### config.mk
export PLATFORM = sky130hd
export DESIGN_NAME = fetch_queue
export DESIGN_NICKNAME = d
export VERILOG_FILES = /design/src/rtl/fetch_queue.sv
export SDC_FILE = /design/constraint.sdc
export NUM_CORES = 1
export LEC_CHECK = 0
export CAP_MARGIN = 40
export CORE_ASPECT_RATIO = 1.1
export CORE_MARGIN = 10
export CORE_UTILIZATION = 40
export DETAILED_ROUTE_END_ITERATION = 8
export PLACE_DENSITY = 0.66
export SYNTH_ARGS = -nofsm -noshare
export SYNTH_HDL_FRONTEND = slang
export SYNTH_SLANG_ARGS = --single-unit
### constraint.sdc
create_clock -name clk -period 7.3 [get_ports clk]
set_clock_uncertainty 0.1 [all_clocks]
set_input_delay 0.73 -clock clk [delete_from_list [all_inputs] [get_ports clk]]
set_output_delay 0.73 -clock clk [all_outputs]
set_load 0.005 [all_outputs]
### src/rtl/fetch_queue.sv
// rtl/fetch_queue.sv - show-ahead fetch-to-decode instruction queue with flush
module fetch_queue #(
  parameter int DEPTH = 4,
  parameter int PTR_W = 2,
  parameter int CNT_W = 3
) (
  input  logic             clk,
  input  logic             Reset,
  input  logic             in_valid,
  input  logic [31:0]      in_pc,
  input  logic [31:0]      in_instr,
  output logic             in_ready,
  output logic             out_valid,
  output logic [31:0]      out_pc,
  output logic [31:0]      out_pc4,
  output logic [31:0]      out_instr,
  input  logic             out_ready,
  input  logic             flush,
  output logic [CNT_W-1:0] count
);

  logic [PTR_W-1:0] wr_ptr_q, wr_ptr_d;
  logic [PTR_W-1:0] rd_ptr_q, rd_ptr_d;
  logic [CNT_W-1:0] count_q, count_d;
  logic [31:0]      pc_mem_q    [DEPTH];
  logic [31:0]      instr_mem_q [DEPTH];
  logic             push, pop;

  // Full/empty come only from the registered count, never from pointer compare.
  assign in_ready  = (count_q != CNT_W'(DEPTH));
  assign out_valid = (count_q != '0);
  assign count     = count_q;

  assign push = in_valid & in_ready & ~flush;
  assign pop  = out_valid & out_ready & ~flush;

  assign out_pc    = out_valid ? pc_mem_q[rd_ptr_q]    : 32'h0000_0000;
  assign out_instr = out_valid ? instr_mem_q[rd_ptr_q] : 32'h0000_0000;
  assign out_pc4   = out_pc + 32'd4;

  always_comb begin
    wr_ptr_d = wr_ptr_q;
    rd_ptr_d = rd_ptr_q;
    count_d  = count_q;
    if (flush) begin
      wr_ptr_d = '0;
      rd_ptr_d = '0;
      count_d  = '0;
    end else begin
      // Power-of-two depth lets the pointers wrap by natural overflow.
      if (push) wr_ptr_d = wr_ptr_q + PTR_W'(1);
      if (pop)  rd_ptr_d = rd_ptr_q + PTR_W'(1);
      case ({push, pop})
        2'b10:   count_d = count_q + CNT_W'(1);
        2'b01:   count_d = count_q - CNT_W'(1);
        default: count_d = count_q;
      endcase
    end
  end

  always_ff @(posedge clk or posedge Reset) begin
    if (Reset) begin
      wr_ptr_q <= '0;
      rd_ptr_q <= '0;
      count_q  <= '0;
    end else begin
      wr_ptr_q <= wr_ptr_d;
      rd_ptr_q <= rd_ptr_d;
      count_q  <= count_d;
    end
  end

  // Storage is deliberately not reset; stale words are masked by out_valid.
  always_ff @(posedge clk) begin
    if (push) begin
      pc_mem_q[wr_ptr_q]    <= in_pc;
      instr_mem_q[wr_ptr_q] <= in_instr;
    end
  end

endmodule

Yosys cells after proc, flatten, opt, wreduce, memory -nomap -nowiden --
Memories as Yosys holds them, arrays and structs flattened. Cells that the tools add are included.
Word-level totals: register bits after elaboration 7, bits in writable memories 256, bits of input ports 69, output and inout port bits 101, word-level logic and storage cells 32, memories kept 2
Operators by class: add/sub/neg operators 5, eq/ne operators 3, mux-type cells 10, bitwise gates (word level) 5, reductions and logical operators 4
Memory list:
- instr_mem_q | depth 4, width 32, rd ports 1, clocked after memory_dff 0, write ports 1, RTL line 26 | logic [31:0] instr_mem_q [DEPTH];
- pc_mem_q | depth 4, width 32, rd ports 1, clocked after memory_dff 0, write ports 1, RTL line 25 | logic [31:0] pc_mem_q [DEPTH];
Operators by type and width (number):
- 32-bit 2-to-1 mux | 2
- 32-bit by 3-bit adder with 32-bit output, second input constant | 1
- 2-bit 2-to-1 mux | 4
- 3-bit case mux with 2 select lines | 1
- 3-bit nonzero test | 2
- 2-bit by 1-bit adder with 2-bit output, second input constant | 2
- 1-bit bitwise AND | 4
- 2-bit nonzero test | 2
- 3-bit by 1-bit adder with 3-bit output, second input constant | 1
- 3-bit 2-to-1 mux | 1
- 3-bit != test, second input constant | 1
- 3-bit by 1-bit subtractor with 3-bit output, second input constant | 1
- 2-bit by 1-bit == test with 1-bit output, second input constant | 1
- 2-bit == test, second input constant | 1
- 1-bit 2-to-1 mux | 2
- 1-bit inverter | 1

Logic depth before layout (Yosys ltp) --
Gate-level depths: netlist of run 1.
depth in word-level cells 6, depth in mapped cells 14, mapped depth without buffers 10

Worst setup path after synthesis of run 1 --
OpenSTA, ideal clock, no wires.
path type reg2out, start register count_q[0] (netlist: count[0]), end output port out_pc4[10], arrival 2.602 ns, required time 6.470 ns, setup slack 3.868 ns, stages on the path, launching flop included 14, path buffers 3, path through dfrtp_1 nor3_1 inv_1 bufbuf_16 clkbuf_1 clkbuf_1 nand2_1 inv_1 ha_1 nand3_1 nor2_1 o211a_1 xnor2_1 nor2_1
Between the ends: word-level cells in the longest chain between the ends 3
Ends and longest elaborated chain:
- start, declared | RTL line 24 | logic [CNT_W-1:0] count_q, count_d;
- start signal, assigned | RTL line 69 | count_q <= count_d;
- 3-bit nonzero test | RTL line 31 | assign out_valid = (count_q != '0);
- net out_valid | RTL line 13 | output logic out_valid,
- 32-bit 2-to-1 mux | RTL line 37 | assign out_pc = out_valid ? pc_mem_q[rd_ptr_q] : 32'h0000_0000;
- net out_pc[2] | RTL line 14 | output logic [31:0] out_pc,
- 32-bit by 3-bit adder with 32-bit output | RTL line 39 | assign out_pc4 = out_pc + 32'd4;
- end, declared | RTL line 15 | output logic [31:0] out_pc4,
The timed path passes the listed nets, and every way through them passes these cells.

Final worst setup path of run 1 --
start register rd_ptr_q[0], end output port out_pc4[27]
Between the ends: word-level cells in the longest chain between the ends 3
Ends and longest elaborated chain:
- start, declared | RTL line 23 | logic [PTR_W-1:0] rd_ptr_q, rd_ptr_d;
- start signal, assigned | RTL line 68 | rd_ptr_q <= rd_ptr_d;
- memory 4 x 32 bit
- 32-bit 2-to-1 mux | RTL line 37
- 32-bit by 3-bit adder with 32-bit output | RTL line 39
Every way passes these cells.

==> results of run 1 <==
==> power groups by stage <==
stage               sequential (mW)  clock (mW)  combinational [mW]
floorplan                      1.83           0               0.990
global placement               1.93           0                1.68
detailed placement             1.88           0                1.76
CTS                            1.85        1.35                1.77
global route                   1.86        1.42                1.88
finish                         1.85        1.31                1.73
==> per-stage QoR <==
| step | worst slack, ns | util [%] | std cells | area, um^2 | total power [mW] |
|---|---|---|---|---|---|
| after floorplan | 3.87 | - | 599 | 11300 | 2.82 |
| after global placement | 2.68 | 47.5 | 1104 | 13200 | 3.61 |
| after detailed placement | 2.77 | 48.0 | 1109 | 13300 | 3.65 |
| after CTS | 2.22 | 51.0 | 1156 | 14200 | 4.98 |
| after global routing | 2.00 | 51.0 | 1157 | 14200 | 5.16 |
| final | 2.30 | 51.0 | 1159 | 14200 | 4.89 |
==> sequential cells by signal, summed over array words and instances, names as in the netlist <==
register / cells
rd_ptr_q: 2
wr_ptr_q: 2
pc_mem_q: 128
count: 3
instr_mem_q: 128
==> critical path, cell delays in order (launching register included) <==
cell	delay [ns]
dfrtp_4	0.70
buf_16	0.30
buf_4	0.48
mux4_1	0.70
nor2b_1	0.13
and4_1	0.45
nand4_1	0.16
xnor2_1	0.16
clkdlybuf4s50_1	0.53
==> cell usage after synthesis, types with 2 or more instances <==
cell type / count
and2_1: 63
and4_1: 3
buf_12: 3
buf_2: 6
buf_4: 7
buf_6: 4
clkbuf_1: 8
dfrtp_1: 7
edfxtp_1: 256
ha_1: 5
inv_1: 12
mux4_1: 22
mux4_2: 45
nand2_1: 35
nand3_1: 18
nand4_1: 9
nand4b_1: 2
nor2_1: 22
nor3_1: 2
nor3_2: 3
o2111a_1: 2
o211ai_1: 3
o21ai_0: 3
xnor2_1: 23
xor2_1: 11
==> final timing paths <==
kind | cells after the start | from | endpoint | slack (ns)
setup / recovery | 8 | rd_ptr_q[0]$_DFFE_PP0P_ | out_pc4[27] | 2.30
hold / removal | 2 | Reset | count[1]$_DFFE_PP0P_ | 0.36
setup reg to reg | 9 | count[0]$_DFFE_PP0P_ | count[2]$_DFFE_PP0P_ | 4.46
hold reg to reg | 2 | wr_ptr_q[1]$_DFFE_PP0P_ | wr_ptr_q[1]$_DFFE_PP0P_ | 0.50
max in group asynchronous | 2 | Reset | rd_ptr_q[1]$_DFFE_PP0P_ | 6.48
min in group clk | 2 | wr_ptr_q[1]$_DFFE_PP0P_ | wr_ptr_q[1]$_DFFE_PP0P_ | 0.50
==> area by class of cell <==
class | instances | area share [%]
Timing Repair Buffer | 177 | 13.0
Clock buffer | 35 | 4.98
Inverter | 12 | 0.318
Antenna cell | 3 | 0.0529
Clock inverter | 12 | 0.953
Tap cell | 363 | 3.20
Sequential cell | 263 | 55.5
Multi-Input combinational cell | 294 | 22.0
==> cells by family (layout without fill, tap and decap cells) <==
logic type / Yosys count / count (layout) / synth area share (%)
XOR/XNOR: 34 / 34 / 2.64
other: 0 / 3 / 0
adder cells (fa/ha/maj): 6 / 6 / 0.732
buffers and inverters: 42 / 236 / 2.74
AND/OR/NAND/NOR: 174 / 174 / 9.14
AO/OA/AOI/OAI: 12 / 12 / 0.865
multiplexers: 68 / 68 / 14.2
flip-flops: 263 / 263 / 69.7
==> metal layers <==
metal  wire [um]  vias up
li1            -     2722
met1       10700     3022
met2       11800      186
met3        1750       34
met4         371        2
met5          13        -
==> summary.txt, run 1 <==
Status
  – Outcome: finished, final reports clean

Clocking
  – Clock transition at path regs: 0.06 ns
  – Sink Count: 263
  – Num CTS Buffers: 26
  – Clock Tree Buf Depth: 3
  – Worst skew pair latency: 0.52 ns
  – CTS H-Tree Depth: 1
  – Post-CTS setup buffers: 0
  – Post-CTS Resized: 0
  – Cts hold-fix bufs: 0
  – CTS Root Cell: clkbuf_16
  – CTS tree: done

Timing
  – Tcrit/Tclk final: 68.5%
  – Unrepaired setup endpoints after global routing: no
  – Worst slew pin tran: 0.744 ns
  – Post-layout min period: 5.00 ns
  – TNS Setup: 0 ns
  – Fin. max-slew vios: 0
  – Max frequency: 200 MHz
  – Worst hold slack: 0.361 ns
  – Final setup fails: 0
  – Rel. slew slack: 50.0%
  – Final hold vios: 0

Drt
  – Initial DRC Count: 438
  – DRC: 0
  – Final wirelength: 24.6 mm
  – ANT nets after route: 0
  – Vias: 5966
  – Drt first pass iters: 4
  – Vias per inst: 5.15
  – WL per Instance: 21.2 um

Power
  – Logic pwr share: 35.3%
  – Power Dens Cells: 345 mW/mm^2
  – Leak Pwr: 4.62 nW
  – NetSw: 1.36 mW
  – Clock power frac: 26.8%
  – Pint: 3.54 mW
  – Seq pwr share: 37.8%
  – Sw Ratio: 27.7%
  – Worst vdd ir: 280 uV

Cells and area
  – Final nets: 849
  – Most frequent cells in the layout: edfxtp_1 (256), clkdlybuf4s50_1 (169), and2_1 (59), mux4_2 (45), nand2_1 (35)
  – Most common cell after layout, fill and taps aside: edfxtp_1
  – Area occupied by registers: 0.00787 mm^2
  – Area of the multi-input gates: 0.00312 mm^2
  – Synth-to-Final Area Change: 25.7%
  – Layout cells sized above 1: 13.6%
  – Fillers: 2265

Yosys
  – Synthesized Nets: 674
  – Sequential area share after synthesis: 69.7%
  – Post-synth top area cell: edfxtp_1
  – Yosys warnings: 0
  – Synth Flop Type: edfxtp_1
  – Synth top area share: 68.1%
  – Yosys cell types: 50
  – Syn Inst Count: 599
  – Post-synth ARST share: 2.66%
  – Synth top area cells: edfxtp_1 (68%), mux4_2 (9.0%), mux4_1 (5.1%), and2_1 (3.5%), xnor2_1 (1.8%)
  – Post-Syn Area per Cell: 18.8 um^2
  – Synthesized flop and latch total: 263
  – Cell Area, Synth: 0.0113 mm^2
  – Post-synth EDFFs: 256

Die
  – Initial Utilization: 40.6%
  – Die height: 196 um
  – Die width: 180 um
  – I/O pin total: 170
  – Core box area: 0.0278 mm^2
  – Number of cell rows: 64
  – Die area: 0.0353 mm^2

Setup path
  – Startpoint types: register
  – Crit end category: output port
  – CP required: 6.47 ns
  – Crit Path Category: reg2out
  – Critical path arrival: 4.17 ns
  – Crit path max fanout: 37

Global route
  – All-Layer GR Usage: 13.6%
  – Met1 Use GR: 17.8%
  – Global-route wire length before repair: 38.2 mm
  – Top Usage Layer GRT: met2
  – Met3 usage: 3.88%
  – GR Util met2: 21.9%
  – GRT overflow: 0
  – Pin count of the biggest net entering global routing: 71
  – Initial antenna violation count: 4
  – Vias in the first global route: 6378

Place
  – Routability congestion estimate: 0.723
  – Dpl hpwl: 16.0 mm
  – Number of buffers added on ports: 169

Run
  – MaxCap Viol Count: 0

Hold path
  – HP Class: in2async
No activity file was read; power rests on OpenSTA's default activity.
==> run 2: changes to the inputs <==
clock period = 5.19 ns   (was 7.3 ns; I/O delays follow)
==> run 2 against run 1 <==
Effect of this change:
- combinational power increased by 39%
- power up 39%
- final cell count up 0.26%
- utilization hardly changed
- sequential cell count stayed put
==> summary.txt, run 2 (same netlist as run 1, synthesis figures left out) <==
Setup path
  – Crit end category: output port
  – Critical R2R Capture: count[2]$_DFFE_PP0P_
  – Crit-path max cell delay: 0.93 ns (+0.23 ns)
  – Crit path to: out_pc4[31]
  – Reg2reg start: count[0]$_DFFE_PP0P_
  – CP required: 4.57 ns (-1.90 ns)
  – Startpoint types: register
  – Worst path depth: 7 (-1)
  – Critical-path top delay cell: dfrtp_4
  – Reg2Reg Depth: 9 (unchanged)
  – Origin of the worst setup path: rd_ptr_q[0]$_DFFE_PP0P_
  – Worst-path cell chain: mux4_1 -> nand2_1 -> nor4b_4 -> and4_1 -> nand4_1 -> xnor2_1 -> clkdlybuf4s50_1
  – Critical path arrival: 3.94 ns (-0.23 ns)
  – Setup slack, reg-to-reg: 2.11 ns (-2.35 ns)
  – Crit Path Category: reg2out
  – Crit path max fanout: 48 (+30%)
  – Cell family with the largest share of critical-path delay: simple AND/OR/NAND/NOR gates
  – Crit path buf inv count: 1 (-2)

Power
  – Clock power frac: 26.4% (-0.4 points)
  – Logic pwr share: 35.2% (about the same)
  – Pint: 4.92 mW (+39%)
  – Leak Pwr: 4.62 nW (+0.11%)
  – Seq pwr share: 38.4% (+0.6 points)
  – Power Dens Cells: 481 mW/mm^2 (+39%)
  – Sw Ratio: 27.9% (+0.19 points)
  – NetSw: 1.90 mW (+40%)
  – Worst vdd ir: 234 uV (-17%)

Timing
  – Post-layout min period: 4.56 ns
  – Rel. slew slack: 46.9% (-3.1 points)
  – Final hold vios: 0 (unchanged)
  – Fin. max-slew vios: 0 (unchanged)
  – TNS Setup: 0 ns (unchanged)
  – Max frequency: 219 MHz
  – Unrepaired setup endpoints after global routing: no
  – Worst slew pin tran: 0.796 ns (+0.0517 ns)
  – Tcrit/Tclk final: 87.8%
  – Final setup fails: 0 (unchanged)

Drt
  – DRC: 0 (unchanged)
  – Vias: 6007 (+0.69%)
  – Final wirelength: 24.5 mm (-0.50%)
  – Vias per inst: 5.17 (+0.43%)
  – Initial DRC Count: 367 (-16%)
  – WL per Instance: 21.1 um (-0.76%)
  – ANT nets after route: 0 (unchanged)
  – Drt first pass iters: 5 (+1)

Die
  – Die width: 180 um (unchanged)
  – Die area: 0.0353 mm^2 (unchanged)
  – Core box area: 0.0278 mm^2 (unchanged)
  – Number of cell rows: 64 (unchanged)
  – Die height: 196 um (unchanged)
  – I/O pin total: 170 (unchanged)
  – Initial Utilization: 40.6% (unchanged)

Clocking
  – Clock transition at path regs: 0.06 ns (about the same)
  – CTS Root Cell: clkbuf_16
  – Num CTS Buffers: 27 (+3.8%)
  – CTS tree: done
  – Cts hold-fix bufs: 0 (unchanged)
  – Worst skew pair latency: 0.53 ns (about the same)
  – CTS H-Tree Depth: 1 (unchanged)
  – Post-CTS Resized: 0 (unchanged)
  – Sink Count: 263 (unchanged)
  – Post-CTS setup buffers: 0 (unchanged)
  – Clock Tree Buf Depth: 3 (unchanged)

Place
  – Dpl hpwl: 16.2 mm (+1.3%)
  – Placed Area: 0.0133 mm^2 (+0.11%)
  – Number of buffers added on ports: 169 (unchanged)
  – Routability congestion estimate: 0.754 (+4.3%)

Status
  – Outcome: finished, final reports clean

Cells and area
  – Area occupied by registers: 0.00787 mm^2 (unchanged)
  – Most common cell after layout, fill and taps aside: edfxtp_1
  – Layout cells sized above 1: 13.6% (-0.068 points)
  – Most frequent cells in the layout: edfxtp_1 (256), clkdlybuf4s50_1 (169), and2_1 (59), mux4_2 (45), nand2_1 (35)
  – Fillers: 2263 (-0.088%)
  – Area of the multi-input gates: 0.00312 mm^2 (unchanged)
  – Final instance area: 0.0142 mm^2 (about the same)
  – Synth-to-Final Area Change: 25.7% (about the same)
  – Final nets: 851 (+0.24%)

Run
  – MaxCap Viol Count: 0 (unchanged)

Global route
  – Global-route wire length before repair: 38.0 mm (-0.31%)
  – Initial antenna violation count: 4 (unchanged)
  – Vias in the first global route: 6437 (+0.93%)
  – All-Layer GR Usage: 13.5% (-0.13 points)
  – Pin count of the biggest net entering global routing: 65 (-8.5%)
  – GRT overflow: 0 (unchanged)

Hold path
  – HP Class: in2async
[run 2: how the worst min path moves through the flow]
stage / startpoint / end / slack [ns] / depth (start not counted)
3_5_place_dp: wr_ptr_q[1]$_DFFE_PP0P_ / wr_ptr_q[1]$_DFFE_PP0P_ / 0.48 / 2
5_1_grt: Reset / wr_ptr_q[1]$_DFFE_PP0P_ / 0.15 / 2
2_1_floorplan: Reset / count[0]$_DFFE_PP0P_ / 0.22 / 1
3_3_place_gp: wr_ptr_q[1]$_DFFE_PP0P_ / wr_ptr_q[1]$_DFFE_PP0P_ / 0.47 / 2
4_1_cts: Reset / wr_ptr_q[1]$_DFFE_PP0P_ / 0.13 / 2
6_report: Reset / rd_ptr_q[0]$_DFFE_PP0P_ / 0.14 / 2
[run 2: layout make-up]
cell class,count,share of cell area (%)
inverter,12,0.318
sequential,263,55.5
multi-input combinational,294,22.0
timing repair buffer,178,13.1
clock inverter,15,0.882
clock buffer,35,4.97
tap,363,3.20
antenna,2,0.0353
[run 2: power by group through the flow]
stage / clock, mW / combinational, mW / sequential [mW]
floorplan: 0 / 1.39 / 2.57
global placement: 0 / 2.40 / 2.70
detailed placement: 0 / 2.45 / 2.67
CTS: 1.85 / 2.46 / 2.63
global route: 1.94 / 2.61 / 2.64
finish: 1.80 / 2.40 / 2.62
[run 2: layer usage]
| metal | GRT usage (%) | vias to the layer above | wire length [um] |
|---|---|---|---|
| li1 | - | 2730 | - |
| met1 | 17.2 | 3053 | 10600 |
| met2 | 22.3 | 187 | 11800 |
| met3 | 3.98 | 33 | 1790 |
| met4 | 3.04 | 4 | 315 |
| met5 | 0 | - | 22 |
[run 2: per-stage QoR]
step | cells | setup WS, ns | power [mW] | util (%) | hold WS, ns
floorplan | 599 | 1.97 | 3.96 | - | 0.222
global placement | 1105 | 1.17 | 5.09 | 47.5 | 0.469
detailed placement | 1110 | 1.14 | 5.12 | 48.0 | 0.480
CTS | 1160 | 0.560 | 6.94 | 51.0 | 0.125
global route | 1160 | 0.325 | 7.20 | 51.0 | 0.151
finish | 1162 | 0.631 | 6.83 | 51.0 | 0.136
==> patch 1, RTL diff (config.mk and constraints of run 2) <==
Make the reset (`Reset`) synchronous in one clocked block.
--- a/src/rtl/fetch_queue.sv
+++ b/src/rtl/fetch_queue.sv
@@ -58,7 +58,7 @@
     end
   end
 
-  always_ff @(posedge clk or posedge Reset) begin
+  always_ff @(posedge clk) begin
     if (Reset) begin
       wr_ptr_q <= '0;
       rd_ptr_q <= '0;
Function: differs if Reset is asserted again (counterexample within 4 cycles, from zero or initial values and one cycle with Reset high); with Reset held inactive, the same outputs for 4 cycles.
==> patch 1 against run 2 <==
Setup slack worse by 0.045 ns; wire length is 3.2% higher; non-clock buffer count is 2 higher; register-to-register slack better by 0.43 ns; area after synthesis is 2.0% lower; design area is 0.92% lower; die area is 1.8% lower; final cell count is 1.5% lower; sequential cell count is 2 higher; critical path type unchanged; critical endpoint is now out_pc4[30]; largest cell class unchanged.
Power is not compared: it rests on default switching activity, and its combinational part moved more than twofold at a synthesized area within 25%.
==> patch 1: results (changes against run 2) <==
- The fraction of layout cells with a size suffix above 1 was 14.8% (+1.2 points).
- The number of detailed-route iterations in the first pass was 4 (-1).
- The maximum vdd drop is 0.302 mV.
- The routed length on met3 is 2.08 mm (+16%).
- The pin count of the biggest net entering global routing is 48 (-26%).
- The critical path arrival came to 3.99 ns (+0.05 ns).
- The endpoint identified for the worst register-to-register timing path is count[2].
- The transition time at the pin with the least slew margin is 0.562 ns (-0.234 ns).
- The total nets after synthesis came to 661 (-1.9%).
- The via count of the first global-routing pass is 6586 (+2.3%).
- The wire length of the first global-routing pass is 38.8 mm (+1.9%).
- The first-iteration detailed-routing DRC count was 344 (-6.3%).
- Sorting the synthesized cells by area gives the leading types as edfxtp_1 70%, mux4_2 10%, mux4_1 4.0%, and2_1 3.6%, dfxtp_1 1.6%.
- The part of the cycle the worst path needs is 88.7% (+0.87 points).
- The delay of the slowest cell on the worst path is 0.53 ns (-0.40 ns).
- Tracing the worst setup path back leads to its startpoint at count[0].
- The initial antenna violation count was 5 (+1).
- The flow ran to the end, and the final reports show no timing, DRC or antenna violations.
- The overall global routing resource usage is 14.3% (+0.83 points).
- The total routed wirelength came to 25.3 mm (+3.2%).
- The sequential-to-total area share from yosys stat was 71.1% (+1.4 points).
- The count of nets after finishing is 841 (-1.2%).
- After synthesis, the most frequently instantiated cells are 256 x edfxtp_1, 64 x and2_1, 50 x mux4_2, 28 x nand2_1, 21 x nor2_1.
- The highest fanout seen on the critical path is 29 (-40%).
- The slowest stage of the critical path is the clkdlybuf4s50_1 cell.
- The post-DP HPWL is 17.3 mm (+6.9%).
- The post-detailed-placement cell area came to 13200 um^2 (-1.2%).
- The met2 layer wire length in the routed design is 12.9 mm (+9.4%).
- The post-synthesis cell type count was 44 (-12%).
- The global placer's final weighted congestion came to 0.776 (+3.0%).
- The worst setup slack after placement is 1.13 ns (-0.0111 ns).
-- patch 1: cell types whose count changed after synthesis, sizes merged, moves of 3 or more --
cell,delta
nand3,-5
inv,+6
and3,+3
nand2,-8
dfxtp,+9
buf,-3
clkbuf,+3
xnor2,-3
nand4,-4
dfrtp,-7
-- patch 1: layout make-up --
cell class	count	area, um^2
fill	2245	13100
sequential	265	7880
multi-input combinational	273	2960
timing repair buffer	180	1840
clock buffer	32	694
tap	357	447
clock inverter	17	160
inverter	18	67.6
antenna	3	7.51
-- patch 1: metal layers --
metal	global-route usage [%]	vias up
met4	3.42	4
met2	25.1	188
met5	0	-
li1	-	2667
met3	4.13	39
met1	16.8	2983
-- patch 1: cells by family (layout without fill, tap and decap cells) --
family / after synthesis / after routing / synth area share [%]
AO/OA/AOI/OAI: 13 / 13 / 1.01
XOR/XNOR: 33 / 33 / 2.61
adder cells (fa/ha/maj): 7 / 7 / 0.860
buffers and inverters: 47 / 247 / 2.15
flip-flops: 265 / 265 / 71.1
multiplexers: 67 / 67 / 14.2
other: 0 / 3 / 0
AND/OR/NAND/NOR: 153 / 153 / 8.01
-- patch 1: worst reg2reg max path: stages (launching register included) --
cell	delay [ns]
dfxtp_1	0.40
nor3_1	0.08
buf_4	0.16
nor3b_1	0.46
ha_1	0.30
inv_1	0.07
fa_1	0.38
xor2_1	0.16
or3_1	0.32
a21oi_1	0.15
-- patch 1: worst max path at each step --
stage | endpoint | cells after the start
final | out_pc4[30] | 12
after floorplan | out_pc4[30] | 12
after detailed placement | out_pc4[30] | 12
after global routing | out_pc4[30] | 12
after CTS | out_pc4[30] | 12
after global placement | out_pc4[31] | 7
-- patch 1: report_power, final --
group | internal [mW] | leakage (nW) | total, mW | switching, mW
registers | 2.38 | 2.40 | 2.39 | 0.0101
logic | 0.133 | 1.74 | 0.243 | 0.110
clock network | 1.10 | 0.412 | 1.85 | 0.753
-- patch 1: through the flow --
stage | util [%] | hold WS [ns] | power, mW | cells
floorplan | - | 0.369 | 2.53 | 585
global route | 51.8 | 0.432 | 4.66 | 1142
finish | 51.8 | 0.413 | 4.49 | 1145
global placement | 48.3 | 0.381 | 2.67 | 1089
CTS | 51.8 | 0.414 | 4.54 | 1142
detailed placement | 48.7 | 0.405 | 2.69 | 1093
==> patch 2, RTL diff (flow settings as in run 2) <==
Without the edit above. `DEPTH`: 4 -> 8.
--- a/src/rtl/fetch_queue.sv
+++ b/src/rtl/fetch_queue.sv
@@ -1,6 +1,6 @@
 // rtl/fetch_queue.sv - show-ahead fetch-to-decode instruction queue with flush
 module fetch_queue #(
-  parameter int DEPTH = 4,
+  parameter int DEPTH = 8,
   parameter int PTR_W = 2,
   parameter int CNT_W = 3
 ) (
Behaviour: not the same (Yosys sat finds a counterexample within 4 cycles, from zero or initial values and one cycle with Reset high).
==> patch 2 against run 2 <==
Core utilization rose by 0.41 points; sequential cell count did not move; design area decreased by 1.9%; via count is 3.7% lower; die area fell by 2.5%; hold slack gained 0.042 ns; critical path depth unchanged; area after synthesis fell by 2.8%; wire length down 0.14%; fmax down 0.78%; setup slack worse by 0.036 ns; final cell count down 3.6%.
Power is not compared: it rests on default switching activity, and its combinational part moved more than twofold at a synthesized area within 25%.
==> patch 2: results (changes against run 2) <==
- Power comes to 4.24 mW.
- The static leakage power is 4.45 nW.
- The total nets after synthesis is 638 (-5.3%).
- The run finished with clean final reports.
- The wire length of the first global-routing pass came to 37.4 mm (-1.7%).
- The H-tree depth is 1 (unchanged).
- The post-DP HPWL is 16.3 mm (+0.21%).
- The share of flip-flops with an asynchronous set or reset is 2.66% (unchanged).
- The global placer's final weighted congestion is 0.863 (+15%).
- The critical path arrival is 3.98 ns (+0.04 ns).
- The initial antenna violation count is 5 (+1).
- The count of nets after finishing is 813 (-4.5%).
- The post-synthesis cell type count is 45 (-10%).
- At the later pin of the worst-skew pair, clock insertion delay measures 0.52 ns.
- The delay of the slowest cell on the worst path is 0.79 ns (-0.14 ns).
- The total routed wirelength is 24.4 mm (-0.14%).
- The quantity of I/O buffers inserted on ports came to 169 (unchanged).
- The post-CTS resize count is 0 (unchanged).
- The first-iteration detailed-routing DRC count is 447 (+22%).
- The via count of the first global-routing pass is 6431 (-0.093%).
- The highest fanout seen on the critical path is 30 (-38%).
- The worst-path cell with the longest stage delay is dfrtp_4.
- The worst setup slack after placement is 1.04 ns (-0.0938 ns).
- Ranked by total cell area, the synthesized netlist is headed by edfxtp_1 70%, mux4_2 9.2%, mux4_1 4.8%, and2_1 3.3%, dfrtp_1 1.6%.
- The sequential-to-total area share from yosys stat came to 71.7% (+2.0 points).
- The transition time at the pin with the least slew margin is 0.677 ns (-0.119 ns).
- The overall global routing resource usage is 13.8% (+0.32 points).
- Ranked by instance count, the synthesized netlist is headed by 256 x edfxtp_1, 58 x and2_1, 45 x mux4_2, 20 x mux4_1, 20 x xnor2_1.
- The pin count of the biggest net entering global routing is 51 (-22%).
- The fraction of layout cells with a size suffix above 1 is 14.8% (+1.2 points).
- The average via count per standard cell is 5.17 (about the same).
patch 2: cell count changes after synthesis, sizes merged, moves of 3 or more:
| cell | before | now |
|---|---|---|
| nand3 | 19 | 11 |
| o21ai | 3 | 0 |
| mux2i | 1 | 6 |
| and3 | 1 | 4 |
| nor2 | 22 | 14 |
| clkbuf | 9 | 13 |
| buf | 20 | 17 |
| nand4 | 10 | 16 |
| nor4 | 1 | 4 |
| nand2 | 37 | 19 |
| xnor2 | 23 | 20 |
patch 2: worst paths after layout:
kind / startpoint / end / slack, ns / cells after the start
min in group clk: wr_ptr_q[1] / wr_ptr_q[1] / 0.49 / 2
hold / removal: Reset / count[1] / 0.18 / 2
setup reg to reg: count[0] / count[2] / 2.13 / 9
hold reg to reg: wr_ptr_q[1] / wr_ptr_q[1] / 0.49 / 2
max in group asynchronous: Reset / rd_ptr_q[1] / 4.52 / 2
setup / recovery: rd_ptr_q[0] / out_pc4[30] / 0.60 / 7
patch 2: stage by stage:
step	util (%)	hold WS [ns]	area, um^2	cells
after floorplan	-	0.222	11000	563
after global placement	47.9	0.453	12900	1062
after detailed placement	48.3	0.485	13100	1066
after CTS	51.4	0.177	13900	1116
after global routing	51.4	0.183	13900	1116
final	51.5	0.178	13900	1120
patch 2: per-layer routing:
metal  up-vias  GRT usage, %  wire length (um)  share of wire (%)
met5         -             0                20              0.082
met4         2          3.20               400                1.6
met3        37          3.86              2040                8.3
met2       198          23.3             12100                 50
met1      2951          17.1              9840                 40
li1       2597             -                 -                  -
patch 2: cell families (layout without fill, tap and decap cells):
kind of cell    count (synthesis)  count (layout)  share of synthesized area [%]
buf+inv                        42             238                           2.35
fa+ha+maj                       6               6                          0.753
compound gates                  4               4                          0.228
simple gates                  146             146                           7.95
flops                         263             263                           71.7
mux                            71              71                           14.6
other cells                     0               4                              0
xor+xnor                       31              31                           2.47
patch 2: worst max-delay path, delay by kind of cell, from the launching register on:
family	cells	cell delay [ns]
flops	1	0.79
buf+inv	3	1.44
mux	1	0.71
xor+xnor	1	0.14
simple gates	2	0.36
patch 2: final cells by class:
| cell class | instances | area (um^2) |
|---|---|---|
| antenna | 4 | 10.0 |
| fill | 2176 | 13100 |
| tap | 357 | 447 |
| multi-input combinational | 258 | 2860 |
| clock buffer | 35 | 706 |
| clock inverter | 15 | 143 |
| sequential | 263 | 7870 |
| timing repair buffer | 178 | 1840 |
| inverter | 10 | 37.5 |
patch 2: power by group through the flow:
stage	combinational, mW	sequential, mW	clock [mW]
2_1_floorplan	0.00300	2.37	0
3_3_place_gp	0.0722	2.37	0
3_5_place_dp	0.0783	2.37	0
4_1_cts	0.0788	2.33	1.87
5_1_grt	0.0835	2.33	1.96
6_report	0.0781	2.33	1.83
